===== src/rtl/uart_response_arbiter_pkg.sv =====
// uart_response_arbiter_pkg: shared state encodings, packet width and default watchdog limit
package uart_response_arbiter_pkg;
  localparam int PKT_W = 32;
  localparam int unsigned TIMEOUT_DEFAULT = 200000;
  typedef enum logic [1:0] {IDLE = 2'd0, LAUNCH = 2'd1, WAIT_DONE = 2'd2} state_e;
endpackage


===== src/rtl/uart_response_arbiter_rr_priority_picker.sv =====
// rr_priority_picker: round-robin winner search starting just above last_grant
module rr_priority_picker #(
  parameter int NUM_REQ = 2
) (
  input  logic [NUM_REQ-1:0] req_i,
  input  logic [2:0]         last_grant_i,
  output logic               any_o,
  output logic [2:0]         winner_o
);
  logic [NUM_REQ-1:0] rot;
  int off;
  // Rotating a doubled copy puts the highest-priority requester at bit 0
  always_comb begin
    rot = NUM_REQ'({req_i, req_i} >> (int'(last_grant_i) + 1));
    any_o = |req_i;
    off = 0;
    for (int k = NUM_REQ - 1; k >= 0; k--) if (rot[k]) off = k;
    winner_o = 3'((int'(last_grant_i) + 1 + off) % NUM_REQ);
  end
endmodule


===== src/rtl/uart_response_arbiter.sv =====
// uart_response_arbiter: round-robin sharing of one UART output handler with launch handshake and watchdog
module uart_response_arbiter
  import uart_response_arbiter_pkg::*;
#(
  parameter int          NUM_REQ = 2,
  parameter int unsigned TIMEOUT = TIMEOUT_DEFAULT
) (
  input  logic                     clk,
  input  logic                     rst,
  input  logic [NUM_REQ-1:0]       req_valid,
  input  logic [PKT_W*NUM_REQ-1:0] req_status,
  input  logic [PKT_W*NUM_REQ-1:0] req_address,
  input  logic [PKT_W*NUM_REQ-1:0] req_data,
  output logic [NUM_REQ-1:0]       req_ack,
  output logic [PKT_W-1:0]         status,
  output logic [PKT_W-1:0]         address,
  output logic [PKT_W-1:0]         data,
  output logic                     send_en,
  input  logic                     handler_ready,
  input  logic                     finished,
  output logic                     busy,
  output logic [2:0]               grant_id,
  output logic                     timeout
);
  state_e state_q, state_d;
  logic [31:0] timer_q, timer_d;
  logic [2:0] last_q, last_d, grant_q, grant_d, win;
  logic [NUM_REQ-1:0] ack_q, ack_d;
  logic [PKT_W-1:0] status_q, status_d, address_q, address_d, data_q, data_d;
  logic send_q, send_d, to_q, to_d, any, expired;

  rr_priority_picker #(.NUM_REQ(NUM_REQ)) u_picker (
    .req_i       (req_valid),
    .last_grant_i(last_q),
    .any_o       (any),
    .winner_o    (win)
  );

  assign expired = (TIMEOUT != 0) && (timer_q == 32'(TIMEOUT - 1));

  always_comb begin
    state_d = state_q;
    timer_d = timer_q;
    last_d = last_q;
    grant_d = grant_q;
    ack_d = '0;
    status_d = status_q;
    address_d = address_q;
    data_d = data_q;
    send_d = send_q;
    to_d = 1'b0;
    case (state_q)
      IDLE: if (any) begin
        status_d = req_status[int'(win)*PKT_W +: PKT_W];
        address_d = req_address[int'(win)*PKT_W +: PKT_W];
        data_d = req_data[int'(win)*PKT_W +: PKT_W];
        ack_d = NUM_REQ'(1) << win;
        grant_d = win;
        send_d = 1'b1;
        state_d = LAUNCH;
      end
      LAUNCH: if (handler_ready) begin
        send_d = 1'b0;
        timer_d = '0;
        state_d = WAIT_DONE;
      end
      WAIT_DONE: begin
        timer_d = &timer_q ? timer_q : timer_q + 32'd1;
        // finished takes precedence over a coincident watchdog expiry
        if (finished || expired) begin
          last_d = grant_q;
          to_d = !finished;
          state_d = IDLE;
        end
      end
      default: state_d = IDLE;
    endcase
  end

  always_ff @(posedge clk) begin
    if (rst) begin
      state_q <= IDLE;
      timer_q <= '0;
      last_q <= 3'(NUM_REQ - 1);
      grant_q <= '0;
      ack_q <= '0;
      status_q <= '0;
      address_q <= '0;
      data_q <= '0;
      send_q <= 1'b0;
      to_q <= 1'b0;
    end else begin
      state_q <= state_d;
      timer_q <= timer_d;
      last_q <= last_d;
      grant_q <= grant_d;
      ack_q <= ack_d;
      status_q <= status_d;
      address_q <= address_d;
      data_q <= data_d;
      send_q <= send_d;
      to_q <= to_d;
    end
  end

  assign req_ack = ack_q;
  assign status = status_q;
  assign address = address_q;
  assign data = data_q;
  assign send_en = send_q;
  assign busy = state_q != IDLE;
  assign grant_id = grant_q;
  assign timeout = to_q;
endmodule


===== config.mk =====
export PLATFORM = sky130hd
export DESIGN_NAME = uart_response_arbiter
export DESIGN_NICKNAME = d
export VERILOG_FILES = /design/src/rtl/uart_response_arbiter_pkg.sv /design/src/rtl/uart_response_arbiter_rr_priority_picker.sv /design/src/rtl/uart_response_arbiter.sv
export SDC_FILE = /design/constraint.sdc
export NUM_CORES = 1
export LEC_CHECK = 0
export CAP_MARGIN = 20
export CORE_MARGIN = 2
export CORE_UTILIZATION = 41
export CTS_CLUSTER_SIZE = 12
export DETAILED_ROUTE_END_ITERATION = 10
export HOLD_SLACK_MARGIN = 0.12
export PLACE_DENSITY = 0.81
export RECOVER_POWER = 50
export SLEW_MARGIN = 20
export SYNTH_ARGS = -nofsm -noshare
export SYNTH_HDL_FRONTEND = slang
export SYNTH_SLANG_ARGS = --single-unit

===== constraint.sdc =====
create_clock -name clk -period 3 [get_ports clk]
set_input_delay 0.6 -clock clk [delete_from_list [all_inputs] [get_ports clk]]
set_output_delay 0.6 -clock clk [all_outputs]
set_load 0.02 [all_outputs]

After elaboration in Yosys (flattened, before gate mapping). Index checks and enable logic that the tools add are counted.

Equality and inequality tests: 7. Shifts and indexed selects: 5. Muxes and demuxes: 12. $add $sub $neg: 3. Reduce and logical (&&, ||, !) cells: 15. Bitwise operators: 5.

Operators with widths (count): variable part select 64 x 9 -> 32 bit (3); two-way mux 32 bit (2); one-hot mux 32 bit (2 select lines) (1); adder 32 x 1 -> 32 bit (second input constant) (1); equality test 32 x 18 -> 1 bit (second input constant) (1); AND reduction 32 bit (1); AND reduction 3 bit (3); inequality test 2 bit (second input constant) (4); two-way mux 2 bit (3); one-hot mux 2 bit (3 select lines) (1); nonzero test 2 bit (3); OR reduction 3 bit (2); adder 3 x 1 -> 4 bit (second input constant) (1); two-way mux 1 bit (4); inverter 1 bit (4); AND reduction 2 bit (2); right shift 4 x 4 -> 2 bit (1); left shift 1 x 3 -> 2 bit (first input constant) (1); equality test 2 x 1 -> 1 bit (second input constant) (1); equality test 2 bit (second input constant) (1); logical NOT 2 bit (1); one-hot mux 1 bit (2 select lines) (1); OR reduction 2 bit (1); adder 1 bit (1); 3 further kinds (3).

Input port bits: 198. Bits in registers: 138. Word-level logic and storage cells: 57. Output and inout port bits: 104.

Longest topological paths before layout. Gate-level depths: netlist (run 1).

Word-level depth: 7. Depth in mapped cells: 7. Gate-level depth less buffers: 6.

Hierarchy. Synthesis (run 1) repeated with hierarchy kept, for this count alone.

Cells, all modules: 689. Area, all modules: 6049.6 µm².

By module, submodules not included: uart_response_arbiter (cells each 681, area each 5995.8 µm², instances 1, sequential area each 2802.7 µm²); rr_priority_picker (cells each 8, area each 53.8 µm², instances 1, sequential area each 0.0 µm²).

Worst setup path after synthesis (run 1). No wires, ideal clock.

Kind: reg2reg. Start point: reg timer_q[0]. End point: reg timer_q[15]. Library setup time: 0.117 ns. Cell stages (with the launch flop): 8. Period minus slack after synthesis: 2.205 ns. Slack: 0.795 ns. Arrival: 2.088 ns. Buffers on the path: 1. Cells stage by stage: dfxtp_1 -> ha_1 -> nand3_1 -> or4_4 -> nor4_4 -> buf_4 -> nor4_1 -> o22a_1.

Word-level cells in the longest chain between the ends: 3. Elaborated cells between the ends (all ways): 6. Those cells by class: add/sub (1); eq/ne (1); mux (2); reduce/logical (2).

Ends and longest elaborated chain: from (decl) (line uart_response_arbiter.sv:26) `logic [31:0] timer_q, timer_d;`; from (signal assigned) (line uart_response_arbiter.sv:94) `timer_q <= timer_d;`; adder 32 x 1 -> 32 bit / AND reduction 32 bit (equally long branches) (line uart_response_arbiter.sv:68) `timer_d = &timer_q ? timer_q : timer_q + 32'd1;`; two-way mux 32 bit / inequality test 2 bit (equally long branches); one-hot mux 32 bit (2 select lines) / AND reduction 3 bit (equally long branches).

Several ways; a longest one is shown, not always the timed one. The select of a mux whose other input is x is not followed. A chain may end at the register's enable or synchronous reset.

Worst setup path after layout (run 1).
Start point: reg timer_q[0]. End point: reg timer_q[19].

The elaborated chain is that of the path after synthesis.

==> results.md, run 1 <==
* Final hold vios at 0
* Die height at 128 um
* Post-synth ARST share at 0%
* Final critical-path required period at 2.61 ns
* DR iter-0 viols at 400
* CTS tree: done
* Placed Area at 9460 sq um
* Core area at 15100 sq um
* Setup-failing EPs final at 0
* H-tree levels at 4
* Least-Margin Pin Slew at 1.14 ns
* Status: finished clean
* Die ar. at 16400 sq um
* Max-cap violation count at 0
* Gate count of the mapped netlist at 679
* Crit Path Category: flop to flop
* Router iterations before antenna repair at 5
* Top cell type by total area after synthesis: dfxtp_1
* GR met1 Demand/Resource at 29.3%
* Via-to-Cell Ratio at 5.45
* Most frequent cells in the layout: clkdlybuf4s50_1 (199), dfxtp_1 (136), nor2_1 (109)
* First-pass GRT wire length at 31300 um
* Max VDD drop at 0.401 mV
* Initial Util at 41.7%
* Final Util at 66.6%
* Syn_area_per_cell at 9.28 sq um
* Inserted Clock Buffers at 17
* RSZ-0062 raised after global routing: no
* Leak at 0.00435 uW
* Final WL at 20400 um
* Clock slew at reported path FFs at 0.06 ns
* RR Endpoint: timer_q[19]$_SDFFE_PP0P_
* Root Driver: clkbuf_16
* Max Slew Vio Count at 0
* # Post-CTS Setup Buffers at 0
* Ys Warns at 0
* Register-to-Register Path Depth at 7
* Tcrit/Tclk final at 86.9%
* Overflow after GRT at 0
* Routed Antenna Nets at 0
* Synth Cell Area at 6300 sq um
* WHS Path Cells at 2
* Number of fill cells at 1233
* Worst Path Arrival at 2.91 ns
* Wire length per cell at 17.6 um
* CTS max path bufs at 2
* Largest net degree at the start of global routing at 68
* M3 GR Usage at 8.01%
* Worst hold endpoint: send_en$_SDFFE_PP0P_
* Multi-input gate area at 3330 sq um
* Main synth FF type: dfxtp_1
* Detailed Place HPWL at 15100 um
* Seq. cell area at 2720 sq um
* Post-Layout Inst Area at 10100 sq um
* DRC viols at 0
* Number of flops mapped to enable cells by yosys at 0
* Initial antenna violation count at 1
* Worst Path Required at 3.30 ns
* Distinct cells, synth at 55
* Commonest non-fill, non-tap cell in the layout: clkdlybuf4s50_1
* R2r setup slk at 0.39 ns
* Worst min-delay path category: input port to flop
* Crit path launch type: flop
* Synth area leaders: dfxtp_1 (43%), mux2i_1 (16%), a211oi_1 (12%)
* Pwr dens at 546 nW/um^2
* CP Max Fanout at 10
* Final setup skew at 0.0113 ns
* Crit end category: flop
* Placer Congestion at 0.902
* Clock Latency Late Sink at 0.42 ns
* DIE WIDTH at 128 um
* Cts hold-fix bufs at 0
* Layout cells sized above 1 at 6.48%
* Total power at 5490 uW
* FP Rows at 45
* Vias in the first global route at 6011
* Synth top area share at 43.2%
* Fmax at 0.383 GHz
* Worst hold start: rst
* Global route hottest layer: met2
* Vias at 6333
* CTS Sinks at 136
* Buffers added on ports at 299
* Post_cts resized at 0
* Post-synthesis register bit count at 136
* Setup TNS at 0 ns
* All-Layer GR Usage at 24.5%
* Max transition margin at 23.8%
* RR Startpoint: timer_q[0]$_SDFFE_PP0P_
* Nets at 1158
* Num ports at 302
* M2 GR Usage at 41.4%
* Area Overhead vs Synth at 59.6%
* Sequential area share after synthesis at 43.2%
==> routing by layer <==
| metal | share of wire, % | vias up |
|---|---|---|
| met5 | 0 | - |
| met2 | 50 | 216 |
| met4 | 2.7 | 0 |
| li1 | - | 3125 |
| met1 | 40 | 2955 |
| met3 | 7.0 | 37 |
==> state kept, by name, summed over array words and instances (netlist names) <==
signal,flops
grant_id,1
timer_q,32
state_q,2
req_ack,2
timeout,1
last_q,1
address,32
send_en,1
data,32
status,32
==> worst max-delay path by stage <==
stage | from | to | slack [ns] | cells past startpoint
after floorplan | timer_q[0]$_SDFFE_PP0P_ | timer_q[15]$_SDFFE_PP0P_ | 0.79 | 7
final | timer_q[0]$_SDFFE_PP0P_ | timer_q[19]$_SDFFE_PP0P_ | 0.39 | 7
after detailed placement | handler_ready | timer_q[14]$_SDFFE_PP0P_ | 0.38 | 5
after global routing | req_valid[0] | status[28]$_SDFFE_PP0P_ | 0.26 | 5
after CTS | timer_q[0]$_SDFFE_PP0P_ | timer_q[19]$_SDFFE_PP0P_ | 0.38 | 7
after global placement | handler_ready | timer_q[14]$_SDFFE_PP0P_ | 0.38 | 5
==> where the power goes <==
group / internal [uW] / switching (uW)
sequential: 1970 / 81.3
combinational: 655 / 675
clock: 1310 / 799
total: 3940 / 1550
==> synth_stat cells (all sizes together), types with 2 or more instances <==
cell,count
o22a,14
nor4b,3
a41oi,2
and3,7
and4,5
clkbuf,40
and2,4
or3,2
o31ai,5
or2,2
inv,3
or4,4
nor2,110
nand4,7
nand3b,2
o21ai,10
nand3,11
nand2b,4
nor3,7
dfxtp,136
nor4bb,3
nor4,11
a2111o,3
nor3b,2
a31oi,10
mux2i,98
a21oi,33
nand2,14
buf,17
o41ai,2
a211oi,97
==> through the flow <==
stage               std cells  setup slack (ns)  hold WS [ns]
floorplan                 680             0.795         0.452
global placement         1128             0.381         0.447
detailed placement       1128             0.378         0.448
CTS                      1160             0.381         0.390
global route             1161             0.255         0.396
finish                   1161             0.392         0.406
==> critical path, stage by stage (launching register included) <==
cell and delay [ns]:
dfxtp_1 0.38, ha_1 0.23, nand3_1 0.20, or4_4 0.64
o31ai_4 0.51, buf_4 0.27, a21oi_1 0.08, o22a_1 0.19
==> cells by family (layout without fill, tap and decap cells) <==
logic type                 Yosys count  in the layout  share of synthesized area [%]
adders and majority gates            2              2                          0.357
other                                1              3                         0.0595
AOI/OAI and AO/OA                  179            179                           20.3
xor gates and xnor gates             1              1                          0.139
buffers and inverters               60            352                           4.19
muxes                               98             98                           15.6
and+or+nand+nor                    202            202                           16.2
DFF                                136            136                           43.2
==> final cells by class <==
type / count / share of cell area [%]
inverters: 3 / 0.112
clock inverters: 11 / 1.21
multi-input cells: 484 / 33.1
repair buffers: 317 / 31.4
well taps: 188 / 2.34
diodes: 1 / 0.0249
clock buffers: 21 / 4.78
flip-flops and latches: 136 / 27.1
Power figures use the tool's default switching activity.
==> inputs of run 2 (changes only) <==
Settings changed: HOLD_SLACK_MARGIN 0.12 to 0.1.
==> results of run 2 <==
The final DEF is identical to that of run 1; final timing and power are the same.
